$ cat src/rtl/mem_port_arbiter.sv
// Arbitrates one variable-latency memory port between instruction fetch and the load/store unit.
// Optional `STARVE_GUARD_EN caps consecutive LSU grants so a waiting fetch is eventually served.
module mem_port_arbiter #(
    parameter int ADDR_W       = 32,
    parameter int DATA_W       = 32,
    parameter int TIMEOUT_CYC  = 1023,
    parameter int MAX_LS_BURST = 4
) (
    input  logic                i_clk,
    input  logic                i_reset,
    input  logic                i_if_req,
    input  logic [ADDR_W-1:0]   i_if_addr,
    input  logic                i_if_kill,
    output logic [DATA_W-1:0]   o_if_rdata,
    output logic                o_if_ack,
    output logic                o_if_stall,
    input  logic                i_ls_req,
    input  logic                i_ls_wren,
    input  logic [ADDR_W-1:0]   i_ls_addr,
    input  logic [DATA_W-1:0]   i_ls_wdata,
    input  logic [DATA_W/8-1:0] i_ls_bmask,
    output logic [DATA_W-1:0]   o_ls_rdata,
    output logic                o_ls_ack,
    output logic                o_ls_stall,
    output logic                o_mem_req,
    output logic                o_mem_wren,
    output logic [ADDR_W-1:0]   o_mem_addr,
    output logic [DATA_W-1:0]   o_mem_wdata,
    output logic [DATA_W/8-1:0] o_mem_bmask,
    input  logic [DATA_W-1:0]   i_mem_rdata,
    input  logic                i_mem_ack,
    output logic                o_timeout
);

    localparam int BM_W = DATA_W / 8;
    localparam int WAIT_W = $clog2(TIMEOUT_CYC + 1);
    localparam logic [WAIT_W-1:0] WAIT_LAST = WAIT_W'(TIMEOUT_CYC - 1);

    typedef enum logic [1:0] {
        IDLE    = 2'd0,
        IF_WAIT = 2'd1,
        LS_WAIT = 2'd2,
        RESP    = 2'd3
    } state_t;

    state_t              state_r;
    logic [WAIT_W-1:0]   wait_cnt_r;
    logic                owner_ls_r;
    logic                kill_seen_r;
    logic                if_ack_r;
    logic                ls_ack_r;
    logic [DATA_W-1:0]   if_rdata_r;
    logic [DATA_W-1:0]   ls_rdata_r;
    logic                mem_req_r;
    logic                mem_wren_r;
    logic [ADDR_W-1:0]   mem_addr_r;
    logic [DATA_W-1:0]   mem_wdata_r;
    logic [BM_W-1:0]     mem_bmask_r;
    logic                timeout_r;

    logic                if_force_s;
    logic                ls_grant_s;
    logic                if_grant_s;
    logic                wait_done_s;
    logic                finish_s;
    logic                if_killed_s;
    logic [DATA_W-1:0]   rsp_data_s;

`ifdef STARVE_GUARD_EN
    localparam int BURST_W = $clog2(MAX_LS_BURST + 1);
    localparam logic [BURST_W-1:0] BURST_MAX = BURST_W'(MAX_LS_BURST);

    logic [BURST_W-1:0]  burst_r;

    // Counts consecutive LSU grants, saturating; any fetch grant restarts the run.
    always_ff @(posedge i_clk or negedge i_reset) begin
        if (!i_reset) begin
            burst_r <= '0;
        end else if (state_r == IDLE && ls_grant_s) begin
            if (burst_r != BURST_MAX) begin
                burst_r <= burst_r + BURST_W'(1);
            end
        end else if (state_r == IDLE && if_grant_s) begin
            burst_r <= '0;
        end
    end

    assign if_force_s = i_if_req & (burst_r == BURST_MAX);
`else
    logic unused_burst_cfg_s;
    // Burst limit has no effect under strict LSU priority.
    assign unused_burst_cfg_s = (MAX_LS_BURST > 0);
    assign if_force_s = 1'b0;
`endif

    // Grant decision: LSU is the older instruction and wins unless the starvation guard forces IF.
    always_comb begin
        ls_grant_s = 1'b0;
        if_grant_s = 1'b0;
        if (i_ls_req && !if_force_s) begin
            ls_grant_s = 1'b1;
        end else if (i_if_req) begin
            if_grant_s = 1'b1;
        end else begin
            ls_grant_s = 1'b0;
            if_grant_s = 1'b0;
        end
    end

    // Completion condition and the data returned to the owner (zero on timeout).
    always_comb begin
        rsp_data_s = '0;
        if (i_mem_ack) begin
            rsp_data_s = i_mem_rdata;
        end else begin
            rsp_data_s = '0;
        end
    end

    assign wait_done_s = (wait_cnt_r == WAIT_LAST);
    assign finish_s    = i_mem_ack | wait_done_s;
    assign if_killed_s = kill_seen_r | i_if_kill;

    // Main sequencer: grant, hold the request until ack or timeout, then a one-cycle response.
    always_ff @(posedge i_clk or negedge i_reset) begin
        if (!i_reset) begin
            state_r     <= IDLE;
            wait_cnt_r  <= '0;
            owner_ls_r  <= 1'b0;
            kill_seen_r <= 1'b0;
            if_ack_r    <= 1'b0;
            ls_ack_r    <= 1'b0;
            if_rdata_r  <= '0;
            ls_rdata_r  <= '0;
            mem_req_r   <= 1'b0;
            mem_wren_r  <= 1'b0;
            mem_addr_r  <= '0;
            mem_wdata_r <= '0;
            mem_bmask_r <= '0;
            timeout_r   <= 1'b0;
        end else begin
            if_ack_r <= 1'b0;
            ls_ack_r <= 1'b0;
            case (state_r)
                IDLE: begin
                    wait_cnt_r  <= '0;
                    kill_seen_r <= 1'b0;
                    if (ls_grant_s) begin
                        mem_req_r   <= 1'b1;
                        mem_wren_r  <= i_ls_wren;
                        mem_addr_r  <= i_ls_addr;
                        mem_wdata_r <= i_ls_wdata;
                        mem_bmask_r <= i_ls_bmask;
                        owner_ls_r  <= 1'b1;
                        state_r     <= LS_WAIT;
                    end else if (if_grant_s) begin
                        mem_req_r   <= 1'b1;
                        mem_wren_r  <= 1'b0;
                        mem_addr_r  <= i_if_addr;
                        mem_wdata_r <= '0;
                        mem_bmask_r <= '1;
                        owner_ls_r  <= 1'b0;
                        state_r     <= IF_WAIT;
                    end else begin
                        state_r <= IDLE;
                    end
                end
                IF_WAIT, LS_WAIT: begin
                    if (state_r == IF_WAIT && i_if_kill) begin
                        kill_seen_r <= 1'b1;
                    end
                    if (finish_s) begin
                        mem_req_r  <= 1'b0;
                        mem_wren_r <= 1'b0;
                        state_r    <= RESP;
                        if (!i_mem_ack) begin
                            timeout_r <= 1'b1;
                        end
                        if (owner_ls_r) begin
                            ls_ack_r <= 1'b1;
                            // Stores leave the last load data untouched.
                            if (!mem_wren_r) begin
                                ls_rdata_r <= rsp_data_s;
                            end
                        end else begin
                            if_ack_r <= ~if_killed_s;
                            if (!if_killed_s) begin
                                if_rdata_r <= rsp_data_s;
                            end
                        end
                    end else begin
                        wait_cnt_r <= wait_cnt_r + WAIT_W'(1);
                    end
                end
                RESP: begin
                    state_r <= IDLE;
                end
                default: begin
                    state_r <= IDLE;
                end
            endcase
        end
    end

    assign o_if_rdata  = if_rdata_r;
    // A redirect arriving in the response cycle itself must still swallow the fetch ack.
    assign o_if_ack    = if_ack_r & ~i_if_kill;
    assign o_if_stall  = i_if_req & ~o_if_ack;
    assign o_ls_rdata  = ls_rdata_r;
    assign o_ls_ack    = ls_ack_r;
    assign o_ls_stall  = i_ls_req & ~o_ls_ack;
    assign o_mem_req   = mem_req_r;
    assign o_mem_wren  = mem_wren_r;
    assign o_mem_addr  = mem_addr_r;
    assign o_mem_wdata = mem_wdata_r;
    assign o_mem_bmask = mem_bmask_r;
    assign o_timeout   = timeout_r;

endmodule

$ cat config.mk
export PLATFORM = sky130hd
export DESIGN_NAME = mem_port_arbiter
export DESIGN_NICKNAME = d
export VERILOG_FILES = /design/src/rtl/mem_port_arbiter.sv
export SDC_FILE = /design/constraint.sdc
export NUM_CORES = 1
export LEC_CHECK = 0
export ABC_AREA = 1
export CAP_MARGIN = 10
export CORE_MARGIN = 2
export CORE_UTILIZATION = 47
export CTS_BUF_LIST = sky130_fd_sc_hd__clkbuf_16
export DETAILED_ROUTE_END_ITERATION = 6
export PLACE_DENSITY = 0.87
export SYNTH_ARGS = -nofsm -noshare
export SYNTH_HDL_FRONTEND = slang
export SYNTH_SLANG_ARGS = --single-unit
$ cat constraint.sdc
create_clock -name i_clk -period 2.8 [get_ports i_clk]
set_input_delay 0.7 -clock i_clk [delete_from_list [all_inputs] [get_ports i_clk]]
set_output_delay 0.7 -clock i_clk [all_outputs]
set_load 0.05 [all_outputs]
==> results of run 1 <==
[worst min path at each step]
stage | endpoint | slack (ns)
after floorplan | if_ack_r$_DFF_PN0_ | 0.40
after global placement | o_ls_rdata[28]$_DFFE_PN0P_ | 0.45
after detailed placement | o_if_rdata[30]$_DFFE_PN0P_ | 0.46
after CTS | o_mem_wdata[26]$_DFFE_PN0P_ | 0.26
after global routing | o_mem_wdata[26]$_DFFE_PN0P_ | 0.29
final | o_mem_wdata[26]$_DFFE_PN0P_ | 0.25
[cell families after synthesis]
| family | Yosys count |
|---|---|
| buffers and inverters | 112 |
| xor gates and xnor gates | 3 |
| DFF | 151 |
| and+or+nand+nor | 396 |
| adders and majority gates | 6 |
| AOI/OAI and AO/OA | 86 |
[cell usage after synthesis, types with 2 or more instances]
cell type	count
sky130_fd_sc_hd__inv_1	58
sky130_fd_sc_hd__buf_4	6
sky130_fd_sc_hd__nand4_1	65
sky130_fd_sc_hd__a31oi_1	33
sky130_fd_sc_hd__nor2_2	3
sky130_fd_sc_hd__ha_1	6
sky130_fd_sc_hd__o21ai_1	3
sky130_fd_sc_hd__nand3_1	13
sky130_fd_sc_hd__clkbuf_1	30
sky130_fd_sc_hd__dfrtp_1	151
sky130_fd_sc_hd__buf_2	7
sky130_fd_sc_hd__a22o_1	32
sky130_fd_sc_hd__o21ai_0	10
sky130_fd_sc_hd__nand2_1	259
sky130_fd_sc_hd__nand3_2	3
sky130_fd_sc_hd__buf_6	9
sky130_fd_sc_hd__nor2_1	46
sky130_fd_sc_hd__o22a_1	4
sky130_fd_sc_hd__nand2_2	2
sky130_fd_sc_hd__xor2_1	2
sky130_fd_sc_hd__nor3_1	2
[power by group]
part / total, uW / switching, uW / leakage, uW / internal, uW
clock: 2550 / 893 / 0.000311 / 1660
sequential: 3670 / 552 / 0.00191 / 3120
combinational: 7720 / 5270 / 0.00272 / 2440
total: 13900 / 6720 / 0.00495 / 7220
[layer usage]
| layer | global-route usage [%] | wire (um) | share of wire [%] |
|---|---|---|---|
| met1 | 34.5 | 8300 | 39 |
| met2 | 48.2 | 10800 | 51 |
| met5 | 0 | 0 | 0 |
| met3 | 6.64 | 1300 | 6.2 |
| met4 | 12.1 | 713 | 3.4 |
[metrics by stage]
| stage | hold slack, ns | utilization [%] | total power, uW | instance area (um^2) |
|---|---|---|---|---|
| 6_report | 0.245 | 74.2 | 13900 | 10300 |
| 5_1_grt | 0.287 | 74.2 | 14600 | 10300 |
| 4_1_cts | 0.256 | 74.2 | 14000 | 10300 |
| 3_5_place_dp | 0.458 | 69.5 | 11400 | 9680 |
| 3_3_place_gp | 0.453 | 69.5 | 11300 | 9680 |
| 2_1_floorplan | 0.404 | - | 8590 | 6740 |
[state kept, by name, indices dropped and copies added, names as in the netlist]
signal,count
if_ack_r,1
kill_seen_r,1
o_if_rdata,32
o_ls_ack,1
o_ls_rdata,32
o_mem_addr,32
o_mem_bmask,4
o_mem_req,1
o_mem_wdata,32
o_mem_wren,1
o_timeout,1
owner_ls_r,1
state_r,2
wait_cnt_r,10
[critical path: cells and delay by family]
family / cells / cell delay [ns]
simple gates: 2 / 0.32
buf+inv: 2 / 0.74
[layout make-up]
cell class | count | area [um^2] | area share, %
clock buffers | 17 | 425 | 4.11
clock inverters | 15 | 233 | 2.25
flip-flops and latches | 151 | 3780 | 36.5
multi-input cells | 491 | 2450 | 23.7
inverters | 60 | 225 | 2.18
well taps | 180 | 225 | 2.18
repair buffers | 295 | 3000 | 29.0
==> flow_summary_export.csv, run 1 <==
group,metric,value,unit
worst_setup_path,timing.critical_path.cells,"clkdlybuf4s50_1, nor2_1, nor2_1, buf_12",
worst_setup_path,crit_path_max_incr_delay,0.57,ns
global_route,grt_use_total,28.3,%
placed_design,dp.final_hpwl,15.0,mm
worst_hold_path,min_path_type,"in2async",
drt,routed-via-count,6318,
global_route,grt_max_degree,57,
drt,post_drt_via_cell_ratio,5.23,
placed_design,dp_worst_slack,0.329,ns
logic_synthesis,post_synth_instance_area,6740,um^2
die,die_height,124,um
clock_network,htree_num_levels,4,
die,boundaryPins,278,
sta,finalWorstPathRequiredPeriod,2.46,ns
logic_synthesis,postSynthNetCount,899,
logic_synthesis,synthArstFlopShare,100,%
sta,clock.fmax,406,MHz
drt,wire_per_inst,17.4,um
worst_setup_path,critical_path_endpoint,"o_if_stall",
die,floorplan.die.width,124,um
power,power_density,1350,nW/um^2
drt,wl,21.1,mm
logic_synthesis,yosys.area_share.xor_xnor,0.390,%
die,starting_density,48.4,%
die,die_area,15300,um^2
finish,fin_cells,1209,
logic_synthesis,synthSimpleGateAreaFrac,25.4,%
sta,maxSlewViolCount,0,
logic_synthesis,synthDominantAreaCellType,"sky130_fd_sc_hd__dfrtp_1",
clock_network,post_cts_resize_count,0,
power,p_leak,0.00495,uW
finish,leading_cell_type_in_the_layout_fill_and_taps_excluded,"sky130_fd_sc_hd__clkdlybuf4s50_1",
clock_network,numCtsBuffers,17,
worst_setup_path,setup_slack_on_the_worst_flop_to_flop_path,0.70,ns
global_route,via_count_of_the_first_global_routing_pass,6137,
finish,most-common-layout-cells,"sky130_fd_sc_hd__clkdlybuf4s50_1 (273), sky130_fd_sc_hd__nand2_1 (259), sky130_fd_sc_hd__dfrtp_1 (151), sky130_fd_sc_hd__nand4_1 (65), sky130_fd_sc_hd__inv_1 (58)",
worst_setup_path,cp_slowest_cell,"sky130_fd_sc_hd__clkdlybuf4s50_1",
clock_network,cts.hold.buffers_added,0,
die,number_of_rows_in_the_core_area,43,
global_route,overflow,0,
worst_setup_path,worstPathArrival,1.76,ns
placed_design,placed_cells,1177,
sta,hold_viol,0,
worst_setup_path,worstReg2RegEnd,"o_ls_rdata[24]$_DFFE_PN0P_",
worst_setup_path,timing.critical_path.required,2.10,ns
clock_network,cts_max_path_buffers,2,
worst_setup_path,cp_max_fo,3,
logic_synthesis,share_of_synthesized_cell_area_in_full_adder_half_adder_and_majority_cells,1.11,%
placed_design,place_congestion,0.899,
sta,setup_viol_count_final,0,
logic_synthesis,synth_warnings,0,
clock_network,worst_skew_pair.late_latency,0.42,ns
finish,insertedDiodeCount,0,
worst_setup_path,worstReg2RegStart,"state_r[0]$_DFFE_PN0P_",
sta,finalCritPeriodShare,87.9,%
drt,drt_pass1_iterations,5,
sta,max_slew_margin,60.4,%
clock_network,clock_net_sink_count,151,
sta,setup_slack,0.340,ns
logic_synthesis,synth_edf_count,0,
logic_synthesis,yosys-top-cells-area,"sky130_fd_sc_hd__dfrtp_1 (56%), sky130_fd_sc_hd__nand2_1 (14%), sky130_fd_sc_hd__nand4_1 (6.0%)",
finish,num-fill-cells,998,
logic_synthesis,syn-instance-count,754,
drt,total_drc_errors_in_the_routed_layout,0,
sta,fin_worst_skew,0.00598,ns
sta,transition_at_the_pin_with_the_smallest_max_transition_slack,0.593,ns
logic_synthesis,synth_flop_cell,"sky130_fd_sc_hd__dfrtp_1",
placed_design,place.port_buffers,277,
global_route,first_pass_grt_wire_length,32.6,mm
sta,finalSetupTns,0,ns
run,cap_viol_max_count,0,
logic_synthesis,post_synth_num_cell_types,31,
clock_network,ctsRootBufferMaster,"sky130_fd_sc_hd__clkbuf_16",
logic_synthesis,netlist.area_leader.share,56.0,%
worst_setup_path,timing.setup.critical_path_class,"in2out",
clock_network,clk_pin_slew_worst_paths,0.06,ns
power,max-vdd-ir-drop,0.000705,V
drt,first_iter_violations,516,
global_route,antenna_found_initial,0,
clock_network,tritoncts,"yes",
sta,rsz0062_at_grt,"no",
worst_setup_path,critical_path_s_most_frequent_cell,"sky130_fd_sc_hd__nor2_1",
logic_synthesis,synth_top_family_by_area,"simple AND/OR/NAND/NOR gates",
logic_synthesis,synth_compound_area_share,9.32,%
clock_network,post-cts-setup-buffers,0,
finish,area_delta_synth_final,53.4,%
outcome,run_status,"finished, final reports clean",
worst_setup_path,crit_path_start_kind,"input pin",
worst_setup_path,r2r.worst_path.cells,6,
logic_synthesis,syn_avg_cell_area,8.94,um^2
logic_synthesis,multiplexer_fraction_of_the_synthesized_cell_area,0,%
die,floorplan_core_area,13900,um^2
drt,detail-route-antenna-nets,0,
worst_setup_path,end_kind,"primary output",
worst_setup_path,crit_path_start,"i_if_kill",
finish,final_layout_size_suffix_gt1_share,6.32,%
logic_synthesis,ys_ff_latch,151,
finish,nets,1161,
logic_synthesis,seq_total_area_yosys,56.0,%
Power figures use the tool's default switching activity.
==> run 2, diff against run 1 <==
--- a/config.mk
+++ b/config.mk
@@ -9,8 +9,9 @@
 export CAP_MARGIN = 10
 export CORE_MARGIN = 2
-export CORE_UTILIZATION = 47
-export CTS_BUF_LIST = sky130_fd_sc_hd__clkbuf_16
+export CORE_UTILIZATION = 48
+export CTS_BUF_LIST = sky130_fd_sc_hd__clkbuf_2 sky130_fd_sc_hd__clkbuf_4 sky130_fd_sc_hd__clkbuf_8
 export DETAILED_ROUTE_END_ITERATION = 6
-export PLACE_DENSITY = 0.87
+export PLACE_DENSITY = 0.88
+export SLEW_MARGIN = 25
 export SYNTH_ARGS = -nofsm -noshare
 export SYNTH_HDL_FRONTEND = slang
==> constraint.sdc (replaced) <==
create_clock -name i_clk -period 2.8 [get_ports i_clk]
set_input_delay 0.42 -clock i_clk [delete_from_list [all_inputs] [get_ports i_clk]]
set_output_delay 0.42 -clock i_clk [all_outputs]
set_load 0.05 [all_outputs]
==> run 2 against run 1 <==
Effect of this change: total power fell by 6.0%; clock skew increased by 0.0038 ns; global-route usage up 0.49 points; combinational power down 0.9%; critical path depth is 1 lower; cell area is 2.8% lower; register-to-register slack gained 0.05 ns; sequential power barely moved; critical path type unchanged; maximum frequency grew 5.7%; worst setup slack gained 0.13 ns; clock-buffer cell count grew 4; via count rose by 1.5%.
==> flow_summary_export.csv, run 2 (synthesized netlist as in run 1, its figures left out) <==
group,metric,value,unit
outcome,run_status,"finished, final reports clean",
power,combPwrFrac,58.4,%
placed_design,place_congestion,0.863,
drt,wl,20.8,mm
placed_design,dp.final_hpwl,15.2,mm
die,starting_density,48.8,%
worst_setup_path,crit_path_start_kind,"input pin",
clock_network,clock_net_sink_count,151,
worst_setup_path,timing.setup.critical_path_class,"in2out",
drt,drt_pass1_iterations,5,
run,cap_viol_max_count,0,
sta,maxSlewViolCount,0,
clock_network,ctsRootBufferMaster,"sky130_fd_sc_hd__clkbuf_8",
worst_setup_path,cell_type_group_with_the_largest_total_delay_on_the_critical_path,"buffers and inverters",
worst_setup_path,crit_path_max_incr_delay,0.82,ns
worst_setup_path,cp_max_fo,3,
sta,rsz0062_at_grt,"no",
global_route,grt_max_degree,70,
worst_setup_path,worstReg2RegStart,"state_r[0]$_DFFE_PN0P_",
clock_network,post_cts_resize_count,0,
worst_setup_path,critical_path_endpoint,"o_if_ack",
drt,detail-route-antenna-nets,0,
clock_network,tritoncts,"yes",
die,die_area,15000,um^2
worst_setup_path,timing.critical_path.cells,"clkdlybuf4s50_1, nor2_1, clkdlybuf4s50_1",
placed_design,place.port_buffers,277,
sta,finalCritPeriodShare,83.2,%
sta,setup_viol_count_final,0,
global_route,overflow,0,
power,p_int,6460,uW
drt,total_drc_errors_in_the_routed_layout,0,
die,die_height,123,um
die,floorplan.die.width,123,um
worst_setup_path,crit_path_start,"i_if_kill",
worst_setup_path,end_kind,"primary output",
worst_setup_path,timing.critical_path.required,2.38,ns
sta,finalSetupTns,0,ns
power,p_leak,0.00483,uW
power,clock_power_share,13.6,%
global_route,first_pass_grt_wire_length,32.9,mm
power,power_switching,6640,uW
worst_setup_path,worstPathArrival,1.91,ns
power,power_switching_share,50.7,%
finish,num-fill-cells,1040,
drt,first_iter_violations,499,
finish,most-common-layout-cells,"sky130_fd_sc_hd__clkdlybuf4s50_1 (274), sky130_fd_sc_hd__nand2_1 (259), sky130_fd_sc_hd__dfrtp_1 (151), sky130_fd_sc_hd__nand4_1 (65), sky130_fd_sc_hd__inv_1 (58)",
clock_network,worst_skew_pair.late_latency,0.45,ns
die,floorplan_core_area,13800,um^2
clock_network,clk_pin_slew_worst_paths,0.08,ns
power,share_seq_of_total_power,28.0,%
finish,finish.utilization,72.7,%
drt,post_drt_via_cell_ratio,5.30,
finish,nets,1162,
worst_setup_path,cp_slowest_cell,"sky130_fd_sc_hd__clkdlybuf4s50_1",
worst_hold_path,min_path_type,"reg2reg",
power,total_power,13100,uW
worst_setup_path,r2r.worst_path.cells,5,
global_route,grt_use_total,28.8,%
finish,leading_cell_type_in_the_layout_fill_and_taps_excluded,"sky130_fd_sc_hd__clkdlybuf4s50_1",
die,number_of_rows_in_the_core_area,43,
worst_setup_path,crit_cells,3,
worst_setup_path,critical_path_s_most_frequent_cell,"sky130_fd_sc_hd__clkdlybuf4s50_1",
worst_setup_path,setup_slack_on_the_worst_flop_to_flop_path,0.75,ns
sta,clock.fmax,429,MHz
die,boundaryPins,278,
sta,max_slew_margin,59.4,%
clock_network,cts_max_path_buffers,2,
drt,wire_per_inst,17.2,um
power,power_density,1300,nW/um^2
finish,area_delta_synth_final,49.1,%
drt,routed-via-count,6415,
power,max-vdd-ir-drop,0.000692,V
worst_setup_path,worstReg2RegEnd,"o_if_rdata[4]$_DFFE_PN0P_",
clock_network,htree_num_levels,4,
worst_setup_path,cp_num_buf_inv,2,
sta,finalWorstPathRequiredPeriod,2.33,ns
sta,hold_viol,0,
finish,final_layout_size_suffix_gt1_share,6.50,%
global_route,via_count_of_the_first_global_routing_pass,6314,
finish,insertedDiodeCount,0,
sta,fin_worst_skew,0.00974,ns
clock_network,numCtsBuffers,17,
sta,transition_at_the_pin_with_the_smallest_max_transition_slack,0.607,ns
global_route,antenna_found_initial,0,
[run 2: changes by cell type in the layout (fill, tap and decap cells not counted), moves of 3 or more]
cell	previous run	this run
sky130_fd_sc_hd__clkbuf_8	0	20
sky130_fd_sc_hd__buf_12	8	2
sky130_fd_sc_hd__buf_4	13	18
sky130_fd_sc_hd__bufinv_16	6	3
sky130_fd_sc_hd__clkbuf_16	17	0
sky130_fd_sc_hd__clkinv_1	4	1
[run 2: metrics by stage]
stage | hold slack [ns] | setup slack (ns) | std cells | cell area [um^2]
floorplan | 0.124 | 0.744 | 754 | 6740
global placement | 0.410 | 0.463 | 1177 | 9610
detailed placement | 0.411 | 0.466 | 1177 | 9610
CTS | 0.478 | 0.466 | 1210 | 10100
global route | 0.493 | 0.409 | 1210 | 10100
finish | 0.474 | 0.471 | 1210 | 10100
[run 2: worst min path at each step]
stage,startpoint,to,slack [ns],cells past startpoint
after global placement,i_reset,o_mem_wdata[22]$_DFFE_PN0P_,0.41,1
final,o_ls_rdata[7]$_DFFE_PN0P_,o_ls_rdata[7]$_DFFE_PN0P_,0.47,2
after CTS,o_ls_rdata[7]$_DFFE_PN0P_,o_ls_rdata[7]$_DFFE_PN0P_,0.48,2
after detailed placement,i_reset,o_mem_wdata[14]$_DFFE_PN0P_,0.41,1
after global routing,o_ls_rdata[20]$_DFFE_PN0P_,o_ls_rdata[20]$_DFFE_PN0P_,0.49,2
after floorplan,i_reset,if_ack_r$_DFF_PN0_,0.12,0
[run 2: timing repair]
action	CTS	global route
hold buffers	1	0
hold endpoints to repair	51	0
buffers inserted	0	0
[run 2: power groups by stage]
stage	Combinational [uW]	Sequential (uW)	Clock (uW)
2_1_floorplan	1890	6700	0
3_3_place_gp	7530	3650	0
3_5_place_dp	7640	3680	0
4_1_cts	7670	3660	1820
5_1_grt	8050	3770	1920
6_report	7650	3660	1780
[run 2: per-layer routing]
| metal | vias to the layer above | GRT usage [%] | routed length (um) |
|---|---|---|---|
| li1 | 3016 | - | - |
| met1 | 3036 | 35.2 | 8190 |
| met2 | 285 | 46.2 | 10200 |
| met3 | 78 | 8.74 | 1460 |
| met4 | 0 | 15.0 | 1010 |
| met5 | - | 0 | 0 |
[run 2: cell type report]
| type | count | area, um^2 | area share (%) |
|---|---|---|---|
| clock buffers | 21 | 283 | 2.81 |
| clock inverters | 11 | 146 | 1.46 |
| inverters | 60 | 225 | 2.24 |
| multi-input cells | 491 | 2450 | 24.4 |
| flip-flops and latches | 151 | 3780 | 37.6 |
| well taps | 180 | 225 | 2.24 |
| repair buffers | 296 | 2940 | 29.2 |
[run 2: worst register-to-register path: stages, from the launching register on]
cell	delay (ns)
sky130_fd_sc_hd__dfrtp_1	0.39
sky130_fd_sc_hd__inv_1	0.09
sky130_fd_sc_hd__ha_2	0.62
sky130_fd_sc_hd__buf_4	0.54
sky130_fd_sc_hd__nand4_1	0.22
sky130_fd_sc_hd__nand2_1	0.12
